--- src/rtl/dbuf_load_sched_if.sv ---
// Handshake bundle between the data-buffer load scheduler and its neighbours.
// master = layer controller / DDR engine / loader / PE side; slave = scheduler.
interface dbuf_load_sched_if #(
  parameter int DDR_ADDR_W = 32,
  parameter int LEN_W      = 13
);
  logic                  cmd_valid;
  logic                  cmd_ready;
  logic [2:0]            cmd_mode;
  logic [3:0]            cmd_ch_num;
  logic [3:0]            cmd_row_num;
  logic [3:0]            cmd_pix_num;
  logic [DDR_ADDR_W-1:0] cmd_addr;

  logic                  ddr_req_valid;
  logic                  ddr_req_ready;
  logic [DDR_ADDR_W-1:0] ddr_req_addr;
  logic [LEN_W-1:0]      ddr_req_len;

  logic                  ld_start;
  logic                  ld_done;
  logic [2:0]            ld_mode;
  logic [3:0]            ld_ch_num;
  logic [3:0]            ld_row_num;
  logic [3:0]            ld_pix_num;
  logic                  wr_bank;

  logic                  rd_valid;
  logic                  rd_bank;
  logic                  rel_valid;
  logic                  rel_bank;

  modport master (
    output cmd_valid, cmd_mode, cmd_ch_num, cmd_row_num, cmd_pix_num, cmd_addr,
    input  cmd_ready,
    input  ddr_req_valid, ddr_req_addr, ddr_req_len,
    output ddr_req_ready,
    input  ld_start, ld_mode, ld_ch_num, ld_row_num, ld_pix_num, wr_bank,
    output ld_done,
    input  rd_valid, rd_bank,
    output rel_valid, rel_bank
  );

  modport slave (
    input  cmd_valid, cmd_mode, cmd_ch_num, cmd_row_num, cmd_pix_num, cmd_addr,
    output cmd_ready,
    output ddr_req_valid, ddr_req_addr, ddr_req_len,
    input  ddr_req_ready,
    output ld_start, ld_mode, ld_ch_num, ld_row_num, ld_pix_num, wr_bank,
    input  ld_done,
    output rd_valid, rd_bank,
    input  rel_valid, rel_bank
  );
endinterface

--- src/rtl/dbuf_load_sched.sv ---
// Ping-pong data-buffer load scheduler: one DDR burst + loader run per command.
// Optional perf counters enabled by defining DBUF_LOAD_SCHED_PERF_EN.
module dbuf_load_sched #(
  parameter int DDR_ADDR_W = 32,
  parameter int LEN_W      = 13
) (
  input  logic                   clk,
  input  logic                   rst,
  dbuf_load_sched_if.slave       bus,
  output logic                   idle,
  output logic [31:0]            perf_busy_cyc,
  output logic [15:0]            perf_loads
);

  typedef enum logic [2:0] {
    S_IDLE, S_ALLOC, S_START, S_REQ, S_WAIT, S_COMMIT
  } state_t;

  state_t                state_reg, state_next;
  logic [2:0]            mode_reg;
  logic [3:0]            ch_reg, row_reg, pix_reg;
  logic [DDR_ADDR_W-1:0] addr_reg;
  logic [LEN_W-1:0]      len_reg;
  logic [LEN_W-1:0]      ch_p1, row_p1, pix_p1, len_calc;
  logic                  busy_seen_reg, busy_seen_next;
  logic                  wr_ptr_reg, rd_ptr_reg;
  logic [1:0]            bank_full;
  logic                  accept, commit, rel_ok;

  assign accept = bus.cmd_valid && (state_reg == S_IDLE);
  assign commit = (state_reg == S_COMMIT);
  assign rel_ok = bus.rel_valid && (bus.rel_bank == rd_ptr_reg) && bank_full[rd_ptr_reg];

  // Product of three 1..16 factors peaks at 4096, so LEN_W bits never overflow.
  assign ch_p1    = LEN_W'(ch_reg)  + LEN_W'(1);
  assign row_p1   = LEN_W'(row_reg) + LEN_W'(1);
  assign pix_p1   = LEN_W'(pix_reg) + LEN_W'(1);
  assign len_calc = mode_reg[0] ? ch_p1 : (ch_p1 * row_p1 * pix_p1);

  always_ff @(posedge clk or posedge rst) begin
    if (rst) begin
      state_reg     <= S_IDLE;
      busy_seen_reg <= 1'b0;
      mode_reg      <= '0;
      ch_reg        <= '0;
      row_reg       <= '0;
      pix_reg       <= '0;
      addr_reg      <= '0;
      len_reg       <= '0;
    end else begin
      state_reg     <= state_next;
      busy_seen_reg <= busy_seen_next;
      if (accept) begin
        mode_reg <= bus.cmd_mode;
        ch_reg   <= bus.cmd_ch_num;
        row_reg  <= bus.cmd_row_num;
        pix_reg  <= bus.cmd_pix_num;
        addr_reg <= bus.cmd_addr;
      end
      // Length is formed from the latched fields; ALLOC always lasts at least one cycle.
      if (state_reg == S_ALLOC) begin
        len_reg <= len_calc;
      end
    end
  end

  always_comb begin
    state_next     = state_reg;
    busy_seen_next = 1'b0;
    case (state_reg)
      S_IDLE:   if (bus.cmd_valid) state_next = S_ALLOC;
      S_ALLOC:  if (!bank_full[wr_ptr_reg]) state_next = S_START;
      S_START:  state_next = S_REQ;
      S_REQ:    if (bus.ddr_req_ready) state_next = S_WAIT;
      S_WAIT: begin
        // A done seen before the loader has gone busy is left over from the previous run.
        busy_seen_next = busy_seen_reg || !bus.ld_done;
        if (busy_seen_reg && bus.ld_done) state_next = S_COMMIT;
      end
      S_COMMIT: state_next = S_IDLE;
      default:  state_next = S_IDLE;
    endcase
  end

  always_ff @(posedge clk or posedge rst) begin
    if (rst) begin
      wr_ptr_reg <= 1'b0;
      rd_ptr_reg <= 1'b0;
    end else begin
      if (commit) wr_ptr_reg <= ~wr_ptr_reg;
      if (rel_ok) rd_ptr_reg <= ~rd_ptr_reg;
    end
  end

  // Commit and release never target the same bank: ALLOC only proceeds onto an empty one.
  generate
    for (genvar gi = 0; gi < 2; gi++) begin : g_bank
      logic full_reg;
      always_ff @(posedge clk or posedge rst) begin
        if (rst) begin
          full_reg <= 1'b0;
        end else if (commit && (wr_ptr_reg == 1'(gi))) begin
          full_reg <= 1'b1;
        end else if (rel_ok && (rd_ptr_reg == 1'(gi))) begin
          full_reg <= 1'b0;
        end
      end
      assign bank_full[gi] = full_reg;
    end
  endgenerate

  assign bus.cmd_ready     = (state_reg == S_IDLE);
  assign idle              = (state_reg == S_IDLE);
  assign bus.ld_start      = (state_reg == S_START);
  assign bus.ddr_req_valid = (state_reg == S_REQ);
  assign bus.ddr_req_addr  = addr_reg;
  assign bus.ddr_req_len   = len_reg;
  assign bus.ld_mode       = mode_reg;
  assign bus.ld_ch_num     = ch_reg;
  assign bus.ld_row_num    = row_reg;
  assign bus.ld_pix_num    = pix_reg;
  assign bus.wr_bank       = wr_ptr_reg;
  assign bus.rd_bank       = rd_ptr_reg;
  assign bus.rd_valid      = bank_full[rd_ptr_reg];

`ifdef DBUF_LOAD_SCHED_PERF_EN
  logic [31:0] busy_cyc_reg;
  logic [15:0] loads_reg;

  always_ff @(posedge clk or posedge rst) begin
    if (rst) begin
      busy_cyc_reg <= '0;
      loads_reg    <= '0;
    end else begin
      if ((state_reg == S_WAIT) && (busy_cyc_reg != '1)) busy_cyc_reg <= busy_cyc_reg + 32'd1;
      if (commit) loads_reg <= loads_reg + 16'd1;
    end
  end

  assign perf_busy_cyc = busy_cyc_reg;
  assign perf_loads    = loads_reg;
`else
  assign perf_busy_cyc = '0;
  assign perf_loads    = '0;
`endif

endmodule

--- src/flat_wrapper.sv ---
// flat-port wrapper written by rule: the top's interface ports become plain ports
module dbuf_load_sched_flat 
#(
  parameter int DDR_ADDR_W = 32,
  parameter int LEN_W      = 13
)
  (clk, rst, idle, perf_busy_cyc, perf_loads, bus_cmd_valid, bus_cmd_mode, bus_cmd_ch_num, bus_cmd_row_num, bus_cmd_pix_num, bus_cmd_addr, bus_cmd_ready, bus_ddr_req_valid, bus_ddr_req_addr, bus_ddr_req_len, bus_ddr_req_ready, bus_ld_start, bus_ld_mode, bus_ld_ch_num, bus_ld_row_num, bus_ld_pix_num, bus_wr_bank, bus_ld_done, bus_rd_valid, bus_rd_bank, bus_rel_valid, bus_rel_bank);
  dbuf_load_sched_if #(.DDR_ADDR_W(DDR_ADDR_W), .LEN_W(LEN_W)) bus_i ();
  input  logic clk;
  input  logic rst;
  output logic idle;
  output logic [31:0] perf_busy_cyc;
  output logic [15:0] perf_loads;
  input wire logic [$bits(bus_i.cmd_valid)-1:0] bus_cmd_valid;
  input wire logic [$bits(bus_i.cmd_mode)-1:0] bus_cmd_mode;
  input wire logic [$bits(bus_i.cmd_ch_num)-1:0] bus_cmd_ch_num;
  input wire logic [$bits(bus_i.cmd_row_num)-1:0] bus_cmd_row_num;
  input wire logic [$bits(bus_i.cmd_pix_num)-1:0] bus_cmd_pix_num;
  input wire logic [$bits(bus_i.cmd_addr)-1:0] bus_cmd_addr;
  output wire logic [$bits(bus_i.cmd_ready)-1:0] bus_cmd_ready;
  output wire logic [$bits(bus_i.ddr_req_valid)-1:0] bus_ddr_req_valid;
  output wire logic [$bits(bus_i.ddr_req_addr)-1:0] bus_ddr_req_addr;
  output wire logic [$bits(bus_i.ddr_req_len)-1:0] bus_ddr_req_len;
  input wire logic [$bits(bus_i.ddr_req_ready)-1:0] bus_ddr_req_ready;
  output wire logic [$bits(bus_i.ld_start)-1:0] bus_ld_start;
  output wire logic [$bits(bus_i.ld_mode)-1:0] bus_ld_mode;
  output wire logic [$bits(bus_i.ld_ch_num)-1:0] bus_ld_ch_num;
  output wire logic [$bits(bus_i.ld_row_num)-1:0] bus_ld_row_num;
  output wire logic [$bits(bus_i.ld_pix_num)-1:0] bus_ld_pix_num;
  output wire logic [$bits(bus_i.wr_bank)-1:0] bus_wr_bank;
  input wire logic [$bits(bus_i.ld_done)-1:0] bus_ld_done;
  output wire logic [$bits(bus_i.rd_valid)-1:0] bus_rd_valid;
  output wire logic [$bits(bus_i.rd_bank)-1:0] bus_rd_bank;
  input wire logic [$bits(bus_i.rel_valid)-1:0] bus_rel_valid;
  input wire logic [$bits(bus_i.rel_bank)-1:0] bus_rel_bank;
  assign bus_i.cmd_valid = bus_cmd_valid;
  assign bus_i.cmd_mode = bus_cmd_mode;
  assign bus_i.cmd_ch_num = bus_cmd_ch_num;
  assign bus_i.cmd_row_num = bus_cmd_row_num;
  assign bus_i.cmd_pix_num = bus_cmd_pix_num;
  assign bus_i.cmd_addr = bus_cmd_addr;
  assign bus_cmd_ready = bus_i.cmd_ready;
  assign bus_ddr_req_valid = bus_i.ddr_req_valid;
  assign bus_ddr_req_addr = bus_i.ddr_req_addr;
  assign bus_ddr_req_len = bus_i.ddr_req_len;
  assign bus_i.ddr_req_ready = bus_ddr_req_ready;
  assign bus_ld_start = bus_i.ld_start;
  assign bus_ld_mode = bus_i.ld_mode;
  assign bus_ld_ch_num = bus_i.ld_ch_num;
  assign bus_ld_row_num = bus_i.ld_row_num;
  assign bus_ld_pix_num = bus_i.ld_pix_num;
  assign bus_wr_bank = bus_i.wr_bank;
  assign bus_i.ld_done = bus_ld_done;
  assign bus_rd_valid = bus_i.rd_valid;
  assign bus_rd_bank = bus_i.rd_bank;
  assign bus_i.rel_valid = bus_rel_valid;
  assign bus_i.rel_bank = bus_rel_bank;
  dbuf_load_sched #(.DDR_ADDR_W(DDR_ADDR_W), .LEN_W(LEN_W)) u_core (.clk(clk), .rst(rst), .bus(bus_i), .idle(idle), .perf_busy_cyc(perf_busy_cyc), .perf_loads(perf_loads));
endmodule
--- config.mk ---
export PLATFORM = sky130hd
export DESIGN_NAME = dbuf_load_sched_flat
export DESIGN_NICKNAME = d
export VERILOG_FILES = /design/src/rtl/dbuf_load_sched_if.sv /design/src/rtl/dbuf_load_sched.sv /design/src/flat_wrapper.sv
export SDC_FILE = /design/constraint.sdc
export NUM_CORES = 1
export LEC_CHECK = 0
export ABC_AREA = 1
export ABC_CLOCK_PERIOD_IN_PS = 6300
export CORE_UTILIZATION = 38
export CTS_CLUSTER_DIAMETER = 200
export DETAILED_ROUTE_END_ITERATION = 6
export PLACE_DENSITY = 0.69
export SYNTH_ARGS = -nofsm -noshare
export SYNTH_HDL_FRONTEND = slang
export SYNTH_SLANG_ARGS = --single-unit
--- constraint.sdc ---
create_clock -name clk -period 6.3 [get_ports clk]
set_clock_uncertainty 0.2 [all_clocks]
set_input_delay 1.26 -clock clk [delete_from_list [all_inputs] [get_ports clk]]
set_output_delay 1.26 -clock clk [all_outputs]
set_load 0.02 [all_outputs]
==> results of run 1 <==
per-layer routing:
layer / GRT usage / routed length, µm / vias to the layer above
met5: 0 / 0 / -
met4: 0.0587 / 226 / 0
met3: 0.0586 / 995 / 17
met2: 0.307 / 6340 / 143
met1: 0.216 / 5400 / 2108
li1: - / - / 2195
synthesized netlist by cell type, types with 3 or more instances:
cell	number
nor2_1	69
dfrtp_1	68
fa_1	34
mux2_1	9
inv_2	4
nand3_1	21
mux2_2	24
a21oi_1	21
nand3_2	3
nand4_1	3
ha_1	40
xor2_1	9
a21oi_2	3
mux2_4	8
nand2_1	86
o21ai_0	13
nand2_2	6
nor3_1	4
buf_4	50
inv_1	97
o211ai_1	3
buf_6	4
logic make-up (layout without fill, tap and decap cells):
group | Yosys count | count (layout) | synth area share
AOI/OAI and AO/OA | 58 | 58 | 0.0635
xor gates and xnor gates | 12 | 12 | 0.0221
adders and majority gates | 74 | 74 | 0.211
buffers and inverters | 158 | 282 | 0.145
DFF | 68 | 68 | 0.304
muxes | 41 | 41 | 0.0879
other | 1 | 48 | 0.000670
and+or+nand+nor | 204 | 204 | 0.165
critical path: cells and delay by family, from the launching register on:
kind | cells | cell delay, ns
buffers and inverters | 5 | 0.26
AND/OR/NAND/NOR | 8 | 0.79
AO/OA/AOI/OAI | 5 | 0.69
adder cells (fa/ha/maj) | 9 | 3.79
XOR/XNOR | 1 | 0.19
flip-flops | 1 | 0.43
stage by stage:
stage	hold slack (ns)	setup TNS [ns]	instance area [µm²]
floorplan	0.304	-0.0315	5890
finish	0.276	-0.281	7650
CTS	0.281	-0.353	7600
detailed placement	0.264	-0.652	7180
global route	0.310	-1.80	7650
global placement	0.262	-0.207	7180
what timing repair did:
action	in CTS	in global routing
setup buffers	4	1
cloned	0	0
endpoints found under the setup margin	4	6
pin swaps	13	6
gates resized for setup	16	11
final timing paths:
kind | slack [ns] | end | startpoint
min in group asynchronous | 1.18 | u_core.bus.ddr_req_addr[17]$_DFFE_PP0P_ | rst
min | 0.28 | u_core.bus.ddr_req_len[11]$_DFFE_PP0P_ | u_core.bus.ddr_req_len[11]$_DFFE_PP0P_
min reg2reg | 0.28 | u_core.bus.ddr_req_len[11]$_DFFE_PP0P_ | u_core.bus.ddr_req_len[11]$_DFFE_PP0P_
max reg2reg | -0.17 | u_core.bus.ddr_req_len[12]$_DFFE_PP0P_ | u_core.bus.ld_ch_num[1]$_DFFE_PP0P_
max | -0.17 | u_core.bus.ddr_req_len[12]$_DFFE_PP0P_ | u_core.bus.ld_ch_num[1]$_DFFE_PP0P_
max in group asynchronous | 3.76 | u_core.bus.ld_row_num[2]$_DFFE_PP0P_ | rst
layout make-up:
cell class | instances | area, µm² | share of cell area
Clock inverter | 7 | 83.8 | 0.0110
Multi-Input combinational cell | 437 | 3490 | 0.456
Inverter | 103 | 394 | 0.0515
Clock buffer | 9 | 225 | 0.0294
Timing Repair Buffer | 163 | 1520 | 0.199
Sequential cell | 68 | 1710 | 0.223
Tap cell | 180 | 225 | 0.0294
==> results.json, run 1 <==
{
  "pin_count": 169,
  "seq_area_frac_synth": 0.304,
  "stdcell_count": 967,
  "cpMostUsedCell": "fa_1",
  "ant_nets": 0,
  "slew_viol_final": 0,
  "tightest_slew_ns": 0.755,
  "syn_avg_cell_area_um2": 9.08,
  "die-area_um2": 15200,
  "h-tree-depth": 3,
  "cp-start-kind": "register",
  "status": "finished with violations",
  "slowest_stage": "fa_1",
  "grt_max_degree": 54,
  "wl_per_cell_um": 13.4,
  "final_common_cell": "clkdlybuf4s50_1",
  "cts-root-buf": "clkbuf_16",
  "async_flop_share": 1.00,
  "period_needed_ns": 6.47,
  "rsz0062_at_grt": "true",
  "drt_iter0_drc": 171,
  "fmax_mhz": 154,
  "setup_ws_ns": -0.175,
  "cts_buffers": 9,
  "synthDistinctLibCells": 49,
  "vias_per_cell": 4.62,
  "hold_viol": 0,
  "ctsHoldBuffers": 0,
  "cts_buffer_depth": 2,
  "wl_um": 13000,
  "first_pass_iters": 4,
  "cp.arrival_ns": 6.50,
  "fillers": 1304,
  "crit_fanout": 4,
  "violations": "setup timing",
  "die_x_um": 123,
  "min_path_type": "register to register",
  "grt_pass1_wl_um": 21200,
  "grt_usage": 0.181,
  "yosysTopAreaCellShare": 0.304,
  "cts_tree": "built",
  "endpoint_kind": "register",
  "nNetsFinal": 910,
  "insertion_delay_ns": 0.34,
  "grt_pass1_vias": 4602,
  "yosys-top-cells-area": "dfrtp_1, fa_1, ha_1",
  "cp_slowest_stage_delay_ns": 0.53,
  "antenna_cells": 0,
  "synth_edf_count": 0,
  "dp_slack_ns": -0.225,
  "worstHoldPathCells": 2,
  "synth_flop_cell": "dfrtp_1",
  "layout-drive-gt1-share": 0.210,
  "max_slew_margin": 0.496,
  "crit_type": "register to register",
  "numClockSinks": 68,
  "antenna_found_initial": 0,
  "die_h_um": 123,
  "gr-total-overflow": 0,
  "final_cell_mix": "clkdlybuf4s50_1, inv_1, nand2_1",
  "drc": 0,
  "ys_ff_latch": 68,
  "syn_to_final_growth_pct": 36.8,
  "path_clk_slew_ns": 0.07,
  "final_util": 0.543,
  "netlist_instances": 616,
  "routabilityCongestion": 0.858,
  "synth_area_um2": 5590,
  "rr_worst_depth": 28,
  "placed_cells": 946,
  "largest_reg_flops": 32,
  "fin_crit_sh": 1.03,
  "cp.required_ns": 6.33,
  "vias": 4463,
  "setup_viol": 2,
  "floorplan.initialDensity": 0.397,
  "io_buffers": 120,
  "row_count": 43,
  "ys_warn_count": 0,
  "core-area_um2": 14100,
  "synth_top_cell_by_area": "dfrtp_1",
  "dp.final_hpwl_um": 10300,
  "cap_violations": 0
}
Power of run 1 is left out: the tool's default activity adds up to more than one toggle a clock period on the data nets, which glitch-free logic cannot reach.
==> inputs of run 2 (changes only) <==
--- a/config.mk
+++ b/config.mk
@@ -7,6 +7,7 @@
 export LEC_CHECK = 0
 export ABC_AREA = 1
 export ABC_CLOCK_PERIOD_IN_PS = 6300
+export CAP_MARGIN = 20
 export CORE_UTILIZATION = 38
 export CTS_CLUSTER_DIAMETER = 200
 export DETAILED_ROUTE_END_ITERATION = 6
==> results of run 2 <==
Final layout, timing and power as in run 1 (identical DEF).
Power of run 2 is left out for the same reason.
==> inputs of run 3 (changes only) <==
--- a/config.mk
+++ b/config.mk
@@ -8,10 +8,10 @@
 export ABC_AREA = 1
 export ABC_CLOCK_PERIOD_IN_PS = 6300
 export CAP_MARGIN = 20
-export CORE_UTILIZATION = 38
+export CORE_UTILIZATION = 23
 export CTS_CLUSTER_DIAMETER = 200
 export DETAILED_ROUTE_END_ITERATION = 6
-export PLACE_DENSITY = 0.69
 export SYNTH_ARGS = -nofsm -noshare
 export SYNTH_HDL_FRONTEND = slang
 export SYNTH_SLANG_ARGS = --single-unit
+export TNS_END_PERCENT = 30
==> run 3 against run 2 <==
- die area increased by 64%
- fmax decreased by 1.8%
- the run still ends with setup timing left
- first-iteration DRC count increased by 13%
- clock-buffer cell count increased by 1
- highest routed layer unchanged
- register-to-register slack got worse by 0.12 ns
- largest cell class unchanged
- via count decreased by 1.5%
==> results.json, run 3 (synthesis gave the netlist of run 1 again) <==
{
  "dp.final_hpwl_um": 10800,
  "period_needed_ns": 6.59,
  "hold_viol": 0,
  "core-area_um2": 23700,
  "cp.required_ns": 6.33,
  "die_x_um": 158,
  "hold_path_end": "u_core.bus.ddr_req_len[5]$_DFFE_PP0P_",
  "cts_buffer_depth": 2,
  "vias": 4397,
  "fillers": 2512,
  "slew_viol_final": 0,
  "path_clk_slew_ns": 0.06,
  "min_path_type": "register to register",
  "rsz0062_at_grt": "true",
  "cts_tree": "built",
  "grt_pass1_wl_um": 21700,
  "drt_iter0_drc": 193,
  "antenna_found_initial": 0,
  "path_buf_inv": 5,
  "cp_slowest_stage_delay_ns": 0.56,
  "cpMostUsedCell": "fa_1",
  "r2r-end": "u_core.bus.ddr_req_len[12]$_DFFE_PP0P_",
  "routabilityCongestion": 0.834,
  "wl_um": 13400,
  "violations": "setup timing",
  "h-tree-depth": 3,
  "cap_violations": 0,
  "ant_nets": 0,
  "crit_family": "adder cells",
  "gr-total-overflow": 0,
  "tightest_slew_ns": 0.728,
  "numClockSinks": 68,
  "final_cell_mix": "clkdlybuf4s50_1, inv_1, nand2_1",
  "fin_tns_setup_ns": -0.935,
  "ff2ff_setup_slack_ns": -0.29,
  "fin_crit_sh": 1.05,
  "setup_ws_ns": -0.292,
  "io_buffers": 120,
  "grt_pass1_vias": 4369,
  "die-area_um2": 24900,
  "worstHoldPathCells": 2,
  "drc": 0,
  "final_common_cell": "clkdlybuf4s50_1",
  "die_h_um": 158,
  "cts-root-buf": "clkbuf_16",
  "timing.rr.start": "u_core.bus.ld_ch_num[1]$_DFFE_PP0P_",
  "grt_max_degree": 54,
  "insertion_delay_ns": 0.34,
  "wl_per_cell_um": 12.0,
  "antenna_cells": 0,
  "vias_per_cell": 3.95,
  "cp.arrival_ns": 6.62,
  "slowest_stage": "fa_1",
  "cp-start-kind": "register",
  "endpoint_kind": "register",
  "grt_usage": 0.112,
  "syn_to_final_growth_pct": 39.6,
  "fmax_mhz": 152,
  "largest_reg_flops": 32,
  "rr_worst_depth": 28,
  "max_slew_margin": 0.515,
  "nNetsFinal": 918,
  "first_pass_iters": 4,
  "crit_fanout": 4,
  "pin_count": 169,
  "cts_buffers": 9,
  "crit_type": "register to register",
  "ctsHoldBuffers": 0,
  "floorplan.initialDensity": 0.236,
  "hp-start": "u_core.bus.ddr_req_len[5]$_DFFE_PP0P_",
  "setup_viol": 5,
  "layout-drive-gt1-share": 0.205,
  "status": "finished with violations",
  "cp_num_cells": 28,
  "row_count": 56
}
[run 3: how the worst max path moves through the flow]
stage                                              start                                     end
floorplan            u_core.bus.ld_ch_num[0]$_DFFE_PP0P_  u_core.bus.ddr_req_len[12]$_DFFE_PP0P_
global placement    u_core.bus.ld_row_num[0]$_DFFE_PP0P_  u_core.bus.ddr_req_len[12]$_DFFE_PP0P_
detailed placement   u_core.bus.ld_ch_num[1]$_DFFE_PP0P_  u_core.bus.ddr_req_len[12]$_DFFE_PP0P_
CTS                  u_core.bus.ld_ch_num[1]$_DFFE_PP0P_  u_core.bus.ddr_req_len[12]$_DFFE_PP0P_
global route         u_core.bus.ld_ch_num[1]$_DFFE_PP0P_  u_core.bus.ddr_req_len[10]$_DFFE_PP0P_
finish               u_core.bus.ld_ch_num[1]$_DFFE_PP0P_  u_core.bus.ddr_req_len[12]$_DFFE_PP0P_
[run 3: layout make-up]
cell class	instances	area, µm²	area share
multi-input cells	437	3440	0.441
flip-flops and latches	68	1710	0.219
repair buffers	171	1580	0.203
well taps	319	399	0.0511
inverters	103	389	0.0499
clock buffers	10	239	0.0306
clock inverters	6	47.5	0.00609
[run 3: worst reg2reg max path, delay by kind of cell, from the launching register on]
family	cells	cell delay, ns
flip-flops	1	0.43
AO/OA/AOI/OAI	5	0.69
XOR/XNOR	1	0.19
AND/OR/NAND/NOR	8	0.77
buffers and inverters	5	0.24
adder cells (fa/ha/maj)	9	3.94
[run 3: timing repair]
item / in CTS / in global routing
gates resized for setup: 4 / 12
pin swaps: 0 / 13
endpoints found under the setup margin: 4 / 6
endpoints found under the hold margin: 0 / 0
setup buffers: 0 / 2
[run 3: per-stage QoR]
stage / utilization / hold slack [ns] / worst slack [ns] / cells / cell area (µm²)
finish: 0.330 / 0.282 / -0.292 / 1114 / 7800
global placement: 0.314 / 0.267 / -0.0943 / 1096 / 7430
detailed placement: 0.314 / 0.269 / -0.221 / 1096 / 7430
global route: 0.330 / 0.297 / -0.579 / 1114 / 7800
floorplan: - / 0.304 / -0.0315 / 663 / 5890
CTS: 0.327 / 0.286 / -0.238 / 1112 / 7730
[run 3: per-layer routing]
layer | track usage | wire length [µm] | vias up
met4 | 0.0334 | 194 | 0
li1 | - | - | 2209
met5 | 0 | 0 | -
met2 | 0.181 | 6330 | 117
met1 | 0.138 | 5950 | 2058
met3 | 0.0416 | 939 | 13
Power of run 3 is left out for the same reason.
